$ cat config.mk
export PLATFORM = sky130hd
export DESIGN_NAME = adc_seq_ctrl_flat
export DESIGN_NICKNAME = d
export VERILOG_FILES = /design/src/rtl/adc_seq_if.sv /design/src/rtl/adc_seq_ctrl.sv /design/src/flat_wrapper.sv
export SDC_FILE = /design/constraint.sdc
export NUM_CORES = 1
export LEC_CHECK = 0
export BUFFER_PORTS_ARGS = -buffer_cell sky130_fd_sc_hd__buf_4
export CAP_MARGIN = 20
export CORE_MARGIN = 5
export CORE_UTILIZATION = 55
export DETAILED_ROUTE_END_ITERATION = 10
export HOLD_SLACK_MARGIN = 0.08
export PLACE_DENSITY = 0.78
export SLEW_MARGIN = 0
export SYNTH_ARGS = -nofsm -noshare
export SYNTH_HDL_FRONTEND = slang
export SYNTH_SLANG_ARGS = --single-unit
$ cat constraint.sdc
create_clock -name clk -period 2.4 [get_ports clk]
set_input_delay 0.12 -clock clk [delete_from_list [all_inputs] [get_ports clk]]
set_output_delay 0.12 -clock clk [all_outputs]
set_load 0.01 [all_outputs]
$ cat src/rtl/adc_seq_if.sv
// adc_seq_if -- handshake/status bundle between the ADC sequencer and its environment.
//   master : host/array side (drives run, conv_tick, cfg_upd, err_clr, fd_*; observes the rest)
//   slave  : sequencer side (adc_seq_ctrl)
//   run, conv_tick, cfg_upd, err_clr : host controls and strobes
//   fd_init/type/conf/conv           : AND-reduced stage done flags from the ADC array
//   fs_init/type/conf/conv           : stage start levels to the ADC array
//   ready, err, err_stage, overrun, conv_cnt, state : status
interface adc_seq_if #(
    parameter int unsigned CNT_W = 16
);
    logic             run;
    logic             conv_tick;
    logic             cfg_upd;
    logic             err_clr;
    logic             fd_init;
    logic             fd_type;
    logic             fd_conf;
    logic             fd_conv;
    logic             fs_init;
    logic             fs_type;
    logic             fs_conf;
    logic             fs_conv;
    logic             ready;
    logic             err;
    logic [1:0]       err_stage;
    logic             overrun;
    logic [CNT_W-1:0] conv_cnt;
    logic [2:0]       state;

    modport master (
        output run, conv_tick, cfg_upd, err_clr,
        output fd_init, fd_type, fd_conf, fd_conv,
        input  fs_init, fs_type, fs_conf, fs_conv,
        input  ready, err, err_stage, overrun, conv_cnt, state
    );

    modport slave (
        input  run, conv_tick, cfg_upd, err_clr,
        input  fd_init, fd_type, fd_conf, fd_conv,
        output fs_init, fs_type, fs_conf, fs_conv,
        output ready, err, err_stage, overrun, conv_cnt, state
    );
endinterface

$ cat src/rtl/adc_seq_ctrl.sv
// adc_seq_ctrl -- bring-up and conversion sequencer for a four-chip ADC array.
// Walks INIT -> TYPE -> CONF -> WAIT, then runs one CONV per conv_tick, with a
// per-stage timeout into ERR. Pending tick/config requests are queued one deep.
//   clk : system clock (rising edge)
//   rst : asynchronous, active-high reset
//   bus : adc_seq_if.slave (controls, done flags in; start levels and status out)
module adc_seq_ctrl #(
    parameter logic [15:0] TIMEOUT = 16'd50000,
    parameter int unsigned CNT_W   = 16
) (
    input  logic      clk,
    input  logic      rst,
    adc_seq_if.slave  bus
);

    typedef enum logic [2:0] {
        S_IDLE = 3'd0,
        S_INIT = 3'd1,
        S_TYPE = 3'd2,
        S_CONF = 3'd3,
        S_WAIT = 3'd4,
        S_CONV = 3'd5,
        S_ERR  = 3'd6
    } state_t;

    localparam logic [CNT_W-1:0] CNT_ONE = CNT_W'(1);

    state_t           state_q, state_d;
    logic             armed_q;      // current stage has seen its done flag low
    logic [15:0]      tmo_q;
    logic             cfg_pend_q, cfg_pend_d;
    logic             tick_pend_q, tick_pend_d;
    logic             overrun_q;
    logic             ovr_set;
    logic [CNT_W-1:0] cnt_q;
    logic [1:0]       err_stage_q;
    logic [1:0]       stage_code;
    logic             fs_init_q, fs_type_q, fs_conf_q, fs_conv_q;
    logic             ready_q, err_q;
    logic             fd_cur;
    logic             done;
    logic             in_stage;
    logic             tmo_hit;
    logic             entry;

    // Next-state and pending-flag logic
    always_comb begin
        state_d     = state_q;
        cfg_pend_d  = cfg_pend_q;
        tick_pend_d = tick_pend_q;
        ovr_set     = 1'b0;
        fd_cur      = 1'b0;
        stage_code  = 2'd0;
        in_stage    = 1'b0;

        case (state_q)
            S_INIT: begin fd_cur = bus.fd_init; stage_code = 2'd0; in_stage = 1'b1; end
            S_TYPE: begin fd_cur = bus.fd_type; stage_code = 2'd1; in_stage = 1'b1; end
            S_CONF: begin fd_cur = bus.fd_conf; stage_code = 2'd2; in_stage = 1'b1; end
            S_CONV: begin fd_cur = bus.fd_conv; stage_code = 2'd3; in_stage = 1'b1; end
            default: ;
        endcase

        // A done flag only counts once it has been observed low in this stage
        done    = armed_q & fd_cur;
        tmo_hit = (tmo_q == (TIMEOUT - 16'd1));

        case (state_q)
            S_IDLE: if (bus.run) state_d = S_INIT;
            S_INIT: begin
                if (done)         state_d = bus.run ? S_TYPE : S_IDLE;
                else if (tmo_hit) state_d = S_ERR;
            end
            S_TYPE: begin
                if (done)         state_d = bus.run ? S_CONF : S_IDLE;
                else if (tmo_hit) state_d = S_ERR;
            end
            S_CONF: begin
                if (done)         state_d = bus.run ? S_WAIT : S_IDLE;
                else if (tmo_hit) state_d = S_ERR;
            end
            S_WAIT: begin
                if (!bus.run)                                state_d = S_IDLE;
                else if (cfg_pend_q || bus.cfg_upd)          state_d = S_CONF;
                else if (bus.conv_tick || tick_pend_q)       state_d = S_CONV;
            end
            S_CONV: begin
                if (done)         state_d = bus.run ? S_WAIT : S_IDLE;
                else if (tmo_hit) state_d = S_ERR;
            end
            S_ERR:  if (bus.err_clr) state_d = S_IDLE;
            default: state_d = S_IDLE;
        endcase

        entry = (state_d != state_q);

        // Config request: queued outside WAIT/CONF, consumed on CONF entry
        if (state_q == S_IDLE)
            cfg_pend_d = 1'b0;
        else if (state_d == S_CONF && entry)
            cfg_pend_d = 1'b0;
        else if (bus.cfg_upd && state_q != S_WAIT && state_q != S_CONF)
            cfg_pend_d = 1'b1;

        // Tick request: one deep; a tick arriving with one already queued is lost
        if (state_q == S_IDLE) begin
            tick_pend_d = 1'b0;
        end else if (state_d == S_CONV && entry) begin
            tick_pend_d = 1'b0;
            ovr_set     = bus.conv_tick & tick_pend_q;
        end else if (bus.conv_tick &&
                     (state_q == S_CONV || state_q == S_CONF ||
                      (state_q == S_WAIT && state_d == S_CONF))) begin
            if (tick_pend_q) ovr_set = 1'b1;
            else             tick_pend_d = 1'b1;
        end
    end

    always_ff @(posedge clk or posedge rst) begin
        if (rst) begin
            state_q     <= S_IDLE;
            armed_q     <= 1'b0;
            tmo_q       <= '0;
            cfg_pend_q  <= 1'b0;
            tick_pend_q <= 1'b0;
            overrun_q   <= 1'b0;
            cnt_q       <= '0;
            err_stage_q <= 2'd0;
            fs_init_q   <= 1'b0;
            fs_type_q   <= 1'b0;
            fs_conf_q   <= 1'b0;
            fs_conv_q   <= 1'b0;
            ready_q     <= 1'b0;
            err_q       <= 1'b0;
        end else begin
            state_q     <= state_d;
            cfg_pend_q  <= cfg_pend_d;
            tick_pend_q <= tick_pend_d;

            if (entry)
                armed_q <= 1'b0;
            else if (!fd_cur)
                armed_q <= 1'b1;

            if (entry)
                tmo_q <= '0;
            else if (in_stage)
                tmo_q <= tmo_q + 16'd1;

            if (bus.err_clr)
                overrun_q <= 1'b0;
            else if (ovr_set)
                overrun_q <= 1'b1;

            if (state_q == S_CONV && done)
                cnt_q <= cnt_q + CNT_ONE;

            if (state_d == S_ERR && entry)
                err_stage_q <= stage_code;

            // Outputs registered from the next state so they align with state_q
            fs_init_q <= (state_d == S_INIT);
            fs_type_q <= (state_d == S_TYPE);
            fs_conf_q <= (state_d == S_CONF);
            fs_conv_q <= (state_d == S_CONV);
            ready_q   <= (state_d == S_WAIT);
            err_q     <= (state_d == S_ERR);
        end
    end

    assign bus.fs_init   = fs_init_q;
    assign bus.fs_type   = fs_type_q;
    assign bus.fs_conf   = fs_conf_q;
    assign bus.fs_conv   = fs_conv_q;
    assign bus.ready     = ready_q;
    assign bus.err       = err_q;
    assign bus.err_stage = err_stage_q;
    assign bus.overrun   = overrun_q;
    assign bus.conv_cnt  = cnt_q;
    assign bus.state     = state_q;

endmodule

$ cat src/flat_wrapper.sv
// flat-port wrapper written by rule: the top's interface ports become plain ports
module adc_seq_ctrl_flat 
#(
    parameter logic [15:0] TIMEOUT = 16'd50000,
    parameter int unsigned CNT_W   = 16
)
  (clk, rst, bus_run, bus_conv_tick, bus_cfg_upd, bus_err_clr, bus_fd_init, bus_fd_type, bus_fd_conf, bus_fd_conv, bus_fs_init, bus_fs_type, bus_fs_conf, bus_fs_conv, bus_ready, bus_err, bus_err_stage, bus_overrun, bus_conv_cnt, bus_state);
  adc_seq_if #(.CNT_W(CNT_W)) bus_i ();
  input  logic clk;
  input  logic rst;
  input wire logic [$bits(bus_i.run)-1:0] bus_run;
  input wire logic [$bits(bus_i.conv_tick)-1:0] bus_conv_tick;
  input wire logic [$bits(bus_i.cfg_upd)-1:0] bus_cfg_upd;
  input wire logic [$bits(bus_i.err_clr)-1:0] bus_err_clr;
  input wire logic [$bits(bus_i.fd_init)-1:0] bus_fd_init;
  input wire logic [$bits(bus_i.fd_type)-1:0] bus_fd_type;
  input wire logic [$bits(bus_i.fd_conf)-1:0] bus_fd_conf;
  input wire logic [$bits(bus_i.fd_conv)-1:0] bus_fd_conv;
  output wire logic [$bits(bus_i.fs_init)-1:0] bus_fs_init;
  output wire logic [$bits(bus_i.fs_type)-1:0] bus_fs_type;
  output wire logic [$bits(bus_i.fs_conf)-1:0] bus_fs_conf;
  output wire logic [$bits(bus_i.fs_conv)-1:0] bus_fs_conv;
  output wire logic [$bits(bus_i.ready)-1:0] bus_ready;
  output wire logic [$bits(bus_i.err)-1:0] bus_err;
  output wire logic [$bits(bus_i.err_stage)-1:0] bus_err_stage;
  output wire logic [$bits(bus_i.overrun)-1:0] bus_overrun;
  output wire logic [$bits(bus_i.conv_cnt)-1:0] bus_conv_cnt;
  output wire logic [$bits(bus_i.state)-1:0] bus_state;
  assign bus_i.run = bus_run;
  assign bus_i.conv_tick = bus_conv_tick;
  assign bus_i.cfg_upd = bus_cfg_upd;
  assign bus_i.err_clr = bus_err_clr;
  assign bus_i.fd_init = bus_fd_init;
  assign bus_i.fd_type = bus_fd_type;
  assign bus_i.fd_conf = bus_fd_conf;
  assign bus_i.fd_conv = bus_fd_conv;
  assign bus_fs_init = bus_i.fs_init;
  assign bus_fs_type = bus_i.fs_type;
  assign bus_fs_conf = bus_i.fs_conf;
  assign bus_fs_conv = bus_i.fs_conv;
  assign bus_ready = bus_i.ready;
  assign bus_err = bus_i.err;
  assign bus_err_stage = bus_i.err_stage;
  assign bus_overrun = bus_i.overrun;
  assign bus_conv_cnt = bus_i.conv_cnt;
  assign bus_state = bus_i.state;
  adc_seq_ctrl #(.TIMEOUT(TIMEOUT), .CNT_W(CNT_W)) u_core (.clk(clk), .rst(rst), .bus(bus_i));
endmodule
==> results.toml <==
[status]
status = "finished clean"

[logic_synthesis]
yosysUniqueCellTypes = 53
avgSynthCellArea_sq_um = 9.805
postSynth.asyncResetShare = 1.000
syn_inst = 251
synth_area_sq_um = 2461
synth_nets = 263
ys_ff_latch = 47
synth_area_leader_cell = "dfrtp_1"
netlist.area_leader.share = 0.4779
ys.flop_type = "dfrtp_1"
yosysWarnings = 0
synth_edf_count = 0
synth_area_leaders = "dfrtp_1 (48%), xnor2_1 (7.5%), nor2_1 (4.0%), nand2_1 (3.4%), xor2_1 (3.2%)"
ys_seq_area_frac = 0.4779

[min_path]
hp-class = "input port to flip-flop"
hold_start = "bus_conv_tick"
hold-path-cell-count = 3

[die]
dieArea_sq_um = 5913
die_w_microns = 76.90
coreArea_sq_um = 4354
die_h_microns = 76.90
start_util = 0.5652
rows = 24
io_pins = 38

[sta]
finalHoldViolCount = 0
slew_headroom = 0.3758
tightest_slew_ns = 0.9349
skew_ns = 0.008010
timing.setup.tns_ns = 0
rsz0062_at_grt = "false"
setup_viol = 0
slew_viol_final = 0
period_minus_slack_ns = 2.338
clock.fmax_ghz = 0.4277
post-route-period-util = 0.9742

[critical_path]
critPathRequiredTime_ns = 2.60
crit_start = "u_core.tmo_q[4]"
arrival_ns = 2.53
cp-end-kind = "flip-flop"
reg2regPathDepth = 6
rrSetupSlack_ns = 0.06
r2r-end = "u_core.bus.err_stage[0]"
crit_path_start_kind = "flip-flop"
path_class = "flip-flop to flip-flop"
crit_fanout = 6
regToRegStartpoint = "u_core.tmo_q[4]"
endpoint = "u_core.bus.err_stage[0]"

[global_route]
gr-total-overflow = 0
grt_antenna_before_repair = 0
grt_pass1_vias = 1956
grt_max_degree = 48
grtUsageTotal = 0.1867
grt_pass1_wl_microns = 9101

[detailed_routing]
wl_per_cell_microns = 14.92
viasPerCell = 5.661
wl_microns = 5280
drt_iter0_drc = 171
vias = 2004
first_pass_iters = 4
ant_nets = 0
route.detailed.drc = 0

[clocking]
cts_tree = "yes"
cts_made_buffers = 5
cts_htree_levels = 2
cts_root_buf = "clkbuf_8"
clk_latency_ns = 0.30
clock-sinks = 47
path_clk_slew_ns = 0.09
clockBufferDepth = 2

[power_and_ir_drop]
power_density_nw_per_um2 = 986.8
vdd_drop_max_mv = 0.5952
p_total_uw = 2965
leakage_uw = 0.001403

[cells_and_area]
final_core_util = 0.6899
drive_gt1_frac = 0.2351
fin_cells = 354
nets = 313
syn_to_final_growth_pct = 22.06
n_antenna_cell = 0

[placed_design]
placed_cells = 344
hpwl_microns = 4010
routabilityCongestion = 0.9154
port_buffers = 37

[flow_run]
drv_cap = 0
per-layer routing:
| layer | vias to the layer above | wire length [microns] | global-route usage | share of wire |
|---|---|---|---|---|
| met5 | - | 0 | 0 | 0 |
| met4 | 0 | 112 | 0.07692 | 0.021 |
| met3 | 11 | 347 | 0.03981 | 0.066 |
| met1 | 952 | 2318 | 0.2509 | 0.44 |
| met2 | 65 | 2501 | 0.2920 | 0.47 |
| li1 | 976 | - | - | - |
placed cells by master (no fill, tap or decap), types with 3 or more instances in the layout:
cell      count
inv_1         8
nand4_1      10
nor2b_1       5
nor2_1       26
nand2_1      22
xnor2_1      21
clkbuf_8      5
a211oi_1      3
mux2i_1       4
nand3_1      12
dfrtp_1      45
buf_4        48
and3_1        5
xor2_1        9
o21ai_0       5
nor3_1        6
a21oi_1       9
nand2b_1      7
report_power, final:
| group | internal, uW | switching [uW] | total, uW |
|---|---|---|---|
| registers | 926 | 153 | 1080 |
| clock network | 314 | 270 | 584 |
| logic | 578 | 724 | 1300 |
how the worst min path moves through the flow:
stage | to | slack (ns)
final | u_core.tick_pend_q | 0.12
after global routing | u_core.tick_pend_q | 0.13
after CTS | u_core.tick_pend_q | 0.12
after detailed placement | u_core.bus.overrun | 0.36
after global placement | u_core.bus.overrun | 0.36
after floorplan | u_core.bus.overrun | 0.22
cells in the mapped netlist (all sizes together), types with 2 or more instances:
cell	count
and3	5
clkbuf	3
a21oi	9
nand2	22
a21o	2
and2	2
mux2i	4
nand3b	2
or2	2
xor2	9
and4	2
nor2b	5
nand3	12
o22ai	3
nand4	10
nor4	2
nand2b	7
a31o	2
inv	10
a211oi	3
o21ai	6
a21bo	2
nor2	27
buf	4
xnor2	21
ha	2
a31oi	2
dfrtp	47
nor4bb	2
nor3	7
sequential cells by signal, summed over array words and instances, names as in the netlist:
signal,flops
u_core.bus.ready,1
u_core.bus.fs_conf,1
u_core.bus.fs_init,1
u_core.tick_pend_q,1
u_core.bus.state,3
u_core.bus.fs_type,1
u_core.bus.err,1
u_core.cfg_pend_q,1
u_core.tmo_q,16
u_core.armed_q,1
u_core.bus.err_stage,2
u_core.bus.conv_cnt,16
u_core.bus.fs_conv,1
u_core.bus.overrun,1
what timing repair did:
item	in CTS	in global routing
buffers inserted	0	0
endpoints found under the setup margin	0	1
endpoints found under the hold margin	48	0
gates resized for setup	0	4
hold buffers	2	0
final cells by class:
cell class	count	area [sq um]
clock inverter	3	46.29
clock buffer	5	68.82
sequential	47	1179
timing repair buffer	50	380.4
inverter	10	37.54
fill	342	1350
tap	52	65.06
multi-input combinational	187	1227
cells by family (layout without fill, tap and decap cells):
group / Yosys count / in the layout / synth area share
compound gates: 37 / 37 / 0.1042
xor+xnor: 30 / 30 / 0.1068
fa+ha+maj: 2 / 2 / 0.01017
buf+inv: 17 / 68 / 0.02796
flops: 47 / 47 / 0.4779
mux: 5 / 5 / 0.02237
simple gates: 113 / 113 / 0.2506
critical path, stage by stage, from the launching register on:
cell and delay, ns:
dfrtp_1 0.42, or4b_4 0.56, nor4_4 0.29, nor2_2 0.12, a211o_1 0.30, a31o_1 0.23
mux2_4 0.30
stage by stage:
stage | cell area [sq um] | worst slack [ns] | hold WS, ns
floorplan | 2461 | 0.2321 | 0.2190
global placement | 2855 | 0.1864 | 0.3562
detailed placement | 2855 | 0.1025 | 0.3575
CTS | 2990 | 0.04272 | 0.1161
global route | 3004 | 0.006071 | 0.1293
finish | 3004 | 0.06188 | 0.1204
(Power assumes the default switching activity.)
